### src/rtl/proc_control_fsm.sv
// Multicycle control unit for the 16-bit simple processor: steps T0..T3 per
// instruction and drives register enables, bus selects, ALU op and Done.
module proc_control_fsm #(
    parameter int IR_W = 9,
    parameter int NREG = 8
) (
    input  logic            Clock,
    input  logic            Resetn,
    input  logic            Run,
    input  logic [IR_W-1:0] IR,
    input  logic            Gnz,
    output logic            IRin,
    output logic [NREG-1:0] Rin,
    output logic [NREG-1:0] Rout,
    output logic            Ain,
    output logic            Gin,
    output logic            Gout,
    output logic            DINout,
    output logic [1:0]      AluOp,
    output logic            Done
);

    typedef enum logic [1:0] {T0, T1, T2, T3} tstep_t;

    typedef enum logic [2:0] {
        OP_MV   = 3'b000,
        OP_MVI  = 3'b001,
        OP_ADD  = 3'b010,
        OP_SUB  = 3'b011,
        OP_AND  = 3'b100,
        OP_MVNZ = 3'b101,
        OP_NOP0 = 3'b110,
        OP_NOP1 = 3'b111
    } op_t;

    localparam logic [NREG-1:0] ONE = {{(NREG-1){1'b0}}, 1'b1};

    tstep_t          state;
    tstep_t          state_next;
    op_t             op;
    logic [NREG-1:0] rx_sel;
    logic [NREG-1:0] ry_sel;
    logic            is_alu;

    assign op     = op_t'(IR[8:6]);
    assign rx_sel = ONE << IR[5:3];
    assign ry_sel = ONE << IR[2:0];
    assign is_alu = (op == OP_ADD) || (op == OP_SUB) || (op == OP_AND);

    always_ff @(posedge Clock or negedge Resetn) begin
        if (!Resetn)
            state <= T0;
        else
            state <= state_next;
    end

    // Outputs are forced low while in reset so that IRin cannot follow Run.
    always_comb begin
        state_next = T0;
        IRin       = 1'b0;
        Rin        = '0;
        Rout       = '0;
        Ain        = 1'b0;
        Gin        = 1'b0;
        Gout       = 1'b0;
        DINout     = 1'b0;
        AluOp      = 2'b00;
        Done       = 1'b0;
        if (Resetn) begin
            case (state)
                T0: begin
                    IRin       = Run;
                    state_next = Run ? T1 : T0;
                end
                T1: begin
                    case (op)
                        OP_MV: begin
                            Rout = ry_sel;
                            Rin  = rx_sel;
                            Done = 1'b1;
                        end
                        OP_MVI: begin
                            DINout = 1'b1;
                            Rin    = rx_sel;
                            Done   = 1'b1;
                        end
                        OP_ADD, OP_SUB, OP_AND: begin
                            Rout       = rx_sel;
                            Ain        = 1'b1;
                            state_next = T2;
                        end
                        OP_MVNZ: begin
                            if (Gnz) begin
                                Rout = ry_sel;
                                Rin  = rx_sel;
                            end
                            Done = 1'b1;
                        end
                        default: Done = 1'b1;
                    endcase
                end
                T2: begin
                    if (is_alu) begin
                        Rout       = ry_sel;
                        Gin        = 1'b1;
                        state_next = T3;
                        case (op)
                            OP_SUB:  AluOp = 2'b01;
                            OP_AND:  AluOp = 2'b10;
                            default: AluOp = 2'b00;
                        endcase
                    end
                end
                T3: begin
                    if (is_alu) begin
                        Gout = 1'b1;
                        Rin  = rx_sel;
                        Done = 1'b1;
                    end
                end
                default: state_next = T0;
            endcase
        end
    end

endmodule

### config.mk
export PLATFORM = sky130hd
export DESIGN_NAME = proc_control_fsm
export DESIGN_NICKNAME = d
export VERILOG_FILES = /design/src/rtl/proc_control_fsm.sv
export SDC_FILE = /design/constraint.sdc
export NUM_CORES = 1
export LEC_CHECK = 0
export ABC_CLOCK_PERIOD_IN_PS = 2700
export CAP_MARGIN = 20
export CORE_MARGIN = 1.5
export CORE_UTILIZATION = 36
export CTS_CLUSTER_SIZE = 10
export DETAILED_ROUTE_END_ITERATION = 8
export PLACE_DENSITY = 0.93
export SLEW_MARGIN = 20
export SYNTH_ARGS = -nofsm -noshare
export SYNTH_HDL_FRONTEND = slang
export SYNTH_SLANG_ARGS = --single-unit
### constraint.sdc
create_clock -name Clock -period 2.7 [get_ports Clock]
set_input_delay 0.27 -clock Clock [delete_from_list [all_inputs] [get_ports Clock]]
set_output_delay 0.27 -clock Clock [all_outputs]
set_load 0.02 [all_outputs]
======== After elaboration in Yosys (flattened, before gate mapping) ========
Cells that the tools add are included.
W data, S select, Z words.
storage, ports and cells
  register bits ........................... 2
  latch bits .............................. 0
  bits in writable memories ............... 0
  ROM bits ................................ 0
  input port bits ......................... 13
  output and inout port bits .............. 24
  word-level logic and storage cells ...... 52
  memories kept ........................... 0
cells by class
  $add $sub $neg .......................... 0
  multipliers ............................. 0
  div/mod/pow operators ................... 0
  order comparisons ....................... 0
  eq/ne operators ......................... 8
  shift-type cells ........................ 2
  multiplexer cells ....................... 35
  bitwise logic cells ..................... 0
  reductions and logical operators ........ 6
operators by type and width
  cell                   count
  $mux W8                6
  $pmux W8 S2            3
  $pmux W8 S3            1
  $mux W1                16
  $shl A1 B3 Y8 const A  2
  $mux W2                6
  $eq A3 B2 Y1 const B   2
  $eq A3 B3 Y1 const B   2
  $pmux W2 S3            1
  $eq A2 B2 Y1 const B   2
  $pmux W2 S2            1
  $eq A3 B1 Y1 const B   1
  $logic_not A3 Y1       1
  $reduce_or A3 Y1       1
  $eq A2 B1 Y1 const B   1
  $logic_not A2 Y1       1
  $logic_or A1 B1 Y1     2
  $pmux W1 S2            1
  $reduce_or A2 Y1       1

======== Longest topological paths before layout ========
  depth after elaboration ................. 6
  mapped depth ............................ 6
  depth with buffers taken out ............ 6

======== Least setup slack after synthesis ========
OpenSTA, ideal clock, no wires.
  path type ............................... input to output
  start point ............................. in IR[8]
  end point ............................... out Rout[1]
  data arrival time ....................... 1.784 ns
  data required time ...................... 2.430 ns
  path slack .............................. 0.646 ns
  stages on the path ...................... 5
  path buffers ............................ 1
  cells stage by stage .................... buf_4 > or3b_4 > a21oi_4 > a21oi_2 > o32ai_1
between the ends
  longest elaborated chain between the ends .. 6
  elaborated cells between the ends (all ways) .. 12
  classes of those cells .................. eq/ne (4); mux (4); reduce/logical (4)
ends and longest elaborated chain
  what                                                 RTL line  text
  from (decl)                                          10        input logic [IR_W-1:0] IR,
  branches (longest 4 deep; another with $pmux W8 S3)  n/a
  $pmux W8 S2 *                                        70        case (state)
  $mux W8 *                                            69        if (Resetn) begin
  to (decl)                                            14        output logic [NREG-1:0] Rout,
Every way passes the cells marked *.

======== Worst setup path in the final report ========
  start point ............................. in IR[8]
  end point ............................... out Rout[0]
Same word-level chain as after synthesis.

==> results.txt <==
----------------------------------------------------
[Setup path]
  Reg-to-Reg End ... state[0]
  Req. time, crit path ... about 2400 ps
  Critical path origin ... IR[8]
  Kind of cell with the highest combined delay on the critical path ... buffers and inverters
  CP Capture Type ... output port
  CP max stage delay ... 630 ps
  Slowest stage cell, crit path ... sky130_fd_sc_hd__clkdlybuf4s50_1
  Worst r2r path cells ... 6
  Critical-path maximum fanout ... 4
  Most common cell on crit path ... sky130_fd_sc_hd__clkdlybuf4s50_1
  R2R Path Start ... state[0]
  Buffer and inverter count on the worst path ... 2
  Worst setup path endpoint ... Rout[0]
  Critical path depth ... 6
  Ordered cell list for the critical path ... clkdlybuf4s50_1 -> or3b_4 -> a21oi_2 -> nand3b_1 -> o22ai_1 -> clkdlybuf4s50_1
  Critical setup path kind ... primary input to output port
  Crit path arrival time ... 2360 ps
  Minimum setup slack among reg-to-reg paths ... 1440 ps
  Startpoint Class ... primary input

[Global route]
  Grt ovf ... 0
  Antenna violations before repair ... 0
  Total routing usage reported by global routing ... 0.212
  Wire length of the first global-routing pass ... around 2500 um
  Maximum number of pins on one net before global-route repair ... 11
  Number of global-route vias before repair ... between 600 and 700

[Power and ir drop]
  Sequential group share of total power ... 0.183
  Internal power component ... 120 uW
  Clk pwr share ... 0.358
  Logic pwr share ... 0.459
  Switching power summed over all nets ... 60.0 uW
  Max rail drop VDD ... 0.000143 V
  Total leakage power ... 0.491 nW
  Power density relative to cell area ... 186 mW/mm2
  Proportion of total power due to net switching ... 0.334

[Cells and area]
  Final non-filler cell area ... 967 um2
  Most flops, register ... state
  Layout cell share with drive strength beyond 1 ... 0.123
  Biggest regs ... state: 2 flops
  Final cell count without fillers ... roughly 130
  Filler Cell Count ... 110
  Diode insertion count for antenna repair ... 0
  Multi-input combinational cell area ... about 450 um2
  Synth-to-layout area growth ... 88.5%
  Nets ... approximately 130
  Largest register FFs ... 2
  Utilization after layout ... 0.734
  Register area ... 50.0 um2

[Yosys]
  Average cell area after synthesis ... about 7 um2
  Adder-cell share of the synthesized area ... 0.0976
  Cell count after synthesis ... 73
  Most repeated cell in the gate-level netlist after synthesis ... sky130_fd_sc_hd__nand2_1
  Net Count, Synth ... 90
  Share of synthesized area spent on multiplexers ... 0.0195
  Async set-reset flop share out of synthesis ... 1.00
  Cell accounting for the most synthesized area ... sky130_fd_sc_hd__dfrtp_1
  Post-synth cell types ... 28
  Simple-Gate Fraction of Synth Area ... 0.463
  Post-Synth XOR/XNOR Area ... 0
  Number of synthesized flops with an enable pin ... 0
  Combined area of all synthesized cells ... 513 um2
  Combinational family with the most area after synthesis ... simple AND/OR/NAND/NOR gates
  Compound-gate portion of the synthesized area ... 0.271
  Top cells by area, synth ... sky130_fd_sc_hd__dfrtp_1, sky130_fd_sc_hd__ha_1, sky130_fd_sc_hd__nor3b_1
  Most used flip-flop cell after synthesis ... sky130_fd_sc_hd__dfrtp_1
  Synth top area share ... 0.0976
  Portion of the post-synthesis area used by sequential elements ... 0.0976
  Flop and latch count out of synthesis ... 2
  Total of warnings raised by yosys ... 0
  Synth cell count leaders ... sky130_fd_sc_hd__nand2_1, sky130_fd_sc_hd__nor2_1

[Clocking]
  Clock tree from TritonCTS ... yes
  Clock input transition at the sequential cells of the worst setup and hold paths ... ~30 ps
  TritonCTS sink count ... 2
  Clock Root Buffer ... sky130_fd_sc_hd__clkbuf_4
  Deepest level of the CTS H-tree ... 1
  Clock insertion delay at the later pin of the skew report ... 220 ps
  Maximum clock insertion buffer count ... 2
  Number of buffers inserted during clock tree synthesis ... 3

[Drt]
  Via count normalized by instance count ... 5.60
  First drt pass iteration count ... 4
  Final routed wirelength across all metal layers ... 1750 um
  DRC violation count after routing ... 0
  Number of DRC markers after the initial detailed-route iteration ... 17
  Routed via count ... 723
  Per-cell routed wire length ... 13.6 um
  Antenna Violating Nets Remaining ... 0

[STA]
  Setup violations, final ... 0
  Minimum clock period after layout ... 2630 ps
  Setup clock skew after layout ... 1.21 ps
  Max Clk Rate ... roughly 380 MHz
  Rel. slew slack ... 0.790
  Number of endpoints with negative hold slack in the final report ... 0
  Final worst-path cycle share ... 0.973
  Number of max-slew violations in the final report ... 0
  Unrepaired setup endpoints after global routing ... false
  Sum of negative setup slack ... 0 ps
  Worst Tran Pin Value ... roughly 310 ps

[Floorplanning]
  Count of pins on the block boundary ... 37
  Initial Utilization ... 0.389
  Placeable core area ... approximately 0.0013 mm2
  Die Footprint ... 0.00166 mm2
  Die height ... 40.8 um
  Site Rows ... 13
  Chip Width ... 40.8 um

[Place]
  Placed cell areas ... 911 um2
  HPWL after detailed placement ... 1410 um
  Placed instance count ... ~130
  Routability Congestion ... 0.785
  Number of buffers added on ports ... 36

[Outcome]
  Status ... complete, no violations

[Hold path]
  Class of the worst hold path ... primary input to async pin

[Flow run]
  Number of max-cap violations ... 0

----------------------------------------------------
-- power by group through the flow --
stage | clock (mW) | sequential, mW | combinational [mW]
after floorplan | 0 | 0.0328 | 0.0397
after global placement | 0 | 0.0331 | 0.0775
after detailed placement | 0 | 0.0330 | 0.0803
after CTS | 0.0651 | 0.0329 | 0.0806
after global routing | 0.0689 | 0.0330 | 0.0885
final | 0.0643 | 0.0329 | 0.0825
-- area by class of cell --
type,instances,share of cell area
multi-input cells,65,0.463
well taps,15,0.0194
inverters,4,0.0155
repair buffers,40,0.427
clock buffers,3,0.0233
flip-flops and latches,2,0.0517
-- metal layers --
metal | vias to the layer above | wire length (um) | GRT usage
met5 | - | 0 | 0
met4 | 0 | 0 | 0.0500
met3 | 0 | 156 | 0.0272
met2 | 37 | 885 | 0.433
met1 | 327 | 709 | 0.221
li1 | 359 | - | -
-- worst register-to-register path: cells and delay by family (launching register included) --
kind                       cells  cell delay [ps]
AOI/OAI and AO/OA              1              190
adders and majority gates      1              220
buffers and inverters          1               90
DFF                            1              390
and+or+nand+nor                3              310
-- worst min-delay path by stage --
stage / end / cells after the start
CTS: state[0] / 2
finish: state[0] / 2
global route: state[0] / 2
detailed placement: state[1] / 2
global placement: state[1] / 2
floorplan: state[0] / 0
-- through the flow --
| stage | setup WS (ps) | hold slack (ps) | power, mW |
|---|---|---|---|
| floorplan | 646 | -25.6 | 0.0725 |
| global placement | 45.4 | 652 | 0.111 |
| detailed placement | 48.6 | 674 | 0.113 |
| CTS | 44.8 | 452 | 0.179 |
| global route | 12.6 | 504 | 0.190 |
| finish | 72.3 | 497 | 0.180 |
-- kinds of logic after synthesis --
logic type                 Yosys count
and+or+nand+nor                     43
AOI/OAI and AO/OA                   17
muxes                                1
adders and majority gates            4
DFF                                  2
buffers and inverters                6
-- repair_timing --
item,4_1_cts,5_1_grt
setup endpoints to repair,0,12
buffers inserted,0,0
hold endpoints to repair,0,0
hold buffers,0,0
gates resized for setup,0,10
-- layout by cell type, fill, tap and decap left out, types with 2 or more instances in the layout --
master,count
sky130_fd_sc_hd__dfrtp_1,2
sky130_fd_sc_hd__nand2b_1,4
sky130_fd_sc_hd__nor2_1,6
sky130_fd_sc_hd__and3_1,2
sky130_fd_sc_hd__o32ai_1,3
sky130_fd_sc_hd__ha_1,4
sky130_fd_sc_hd__clkbuf_4,3
sky130_fd_sc_hd__nor3_1,5
sky130_fd_sc_hd__o21ai_0,3
sky130_fd_sc_hd__a21oi_2,2
sky130_fd_sc_hd__nand3_1,5
sky130_fd_sc_hd__nor3b_1,5
sky130_fd_sc_hd__clkdlybuf4s50_1,27
sky130_fd_sc_hd__dlymetal6s2s_1,9
sky130_fd_sc_hd__buf_4,4
sky130_fd_sc_hd__nand2_1,9
sky130_fd_sc_hd__o22ai_1,5
sky130_fd_sc_hd__inv_1,4
Note: power is estimated with default switching activity, not from simulation.
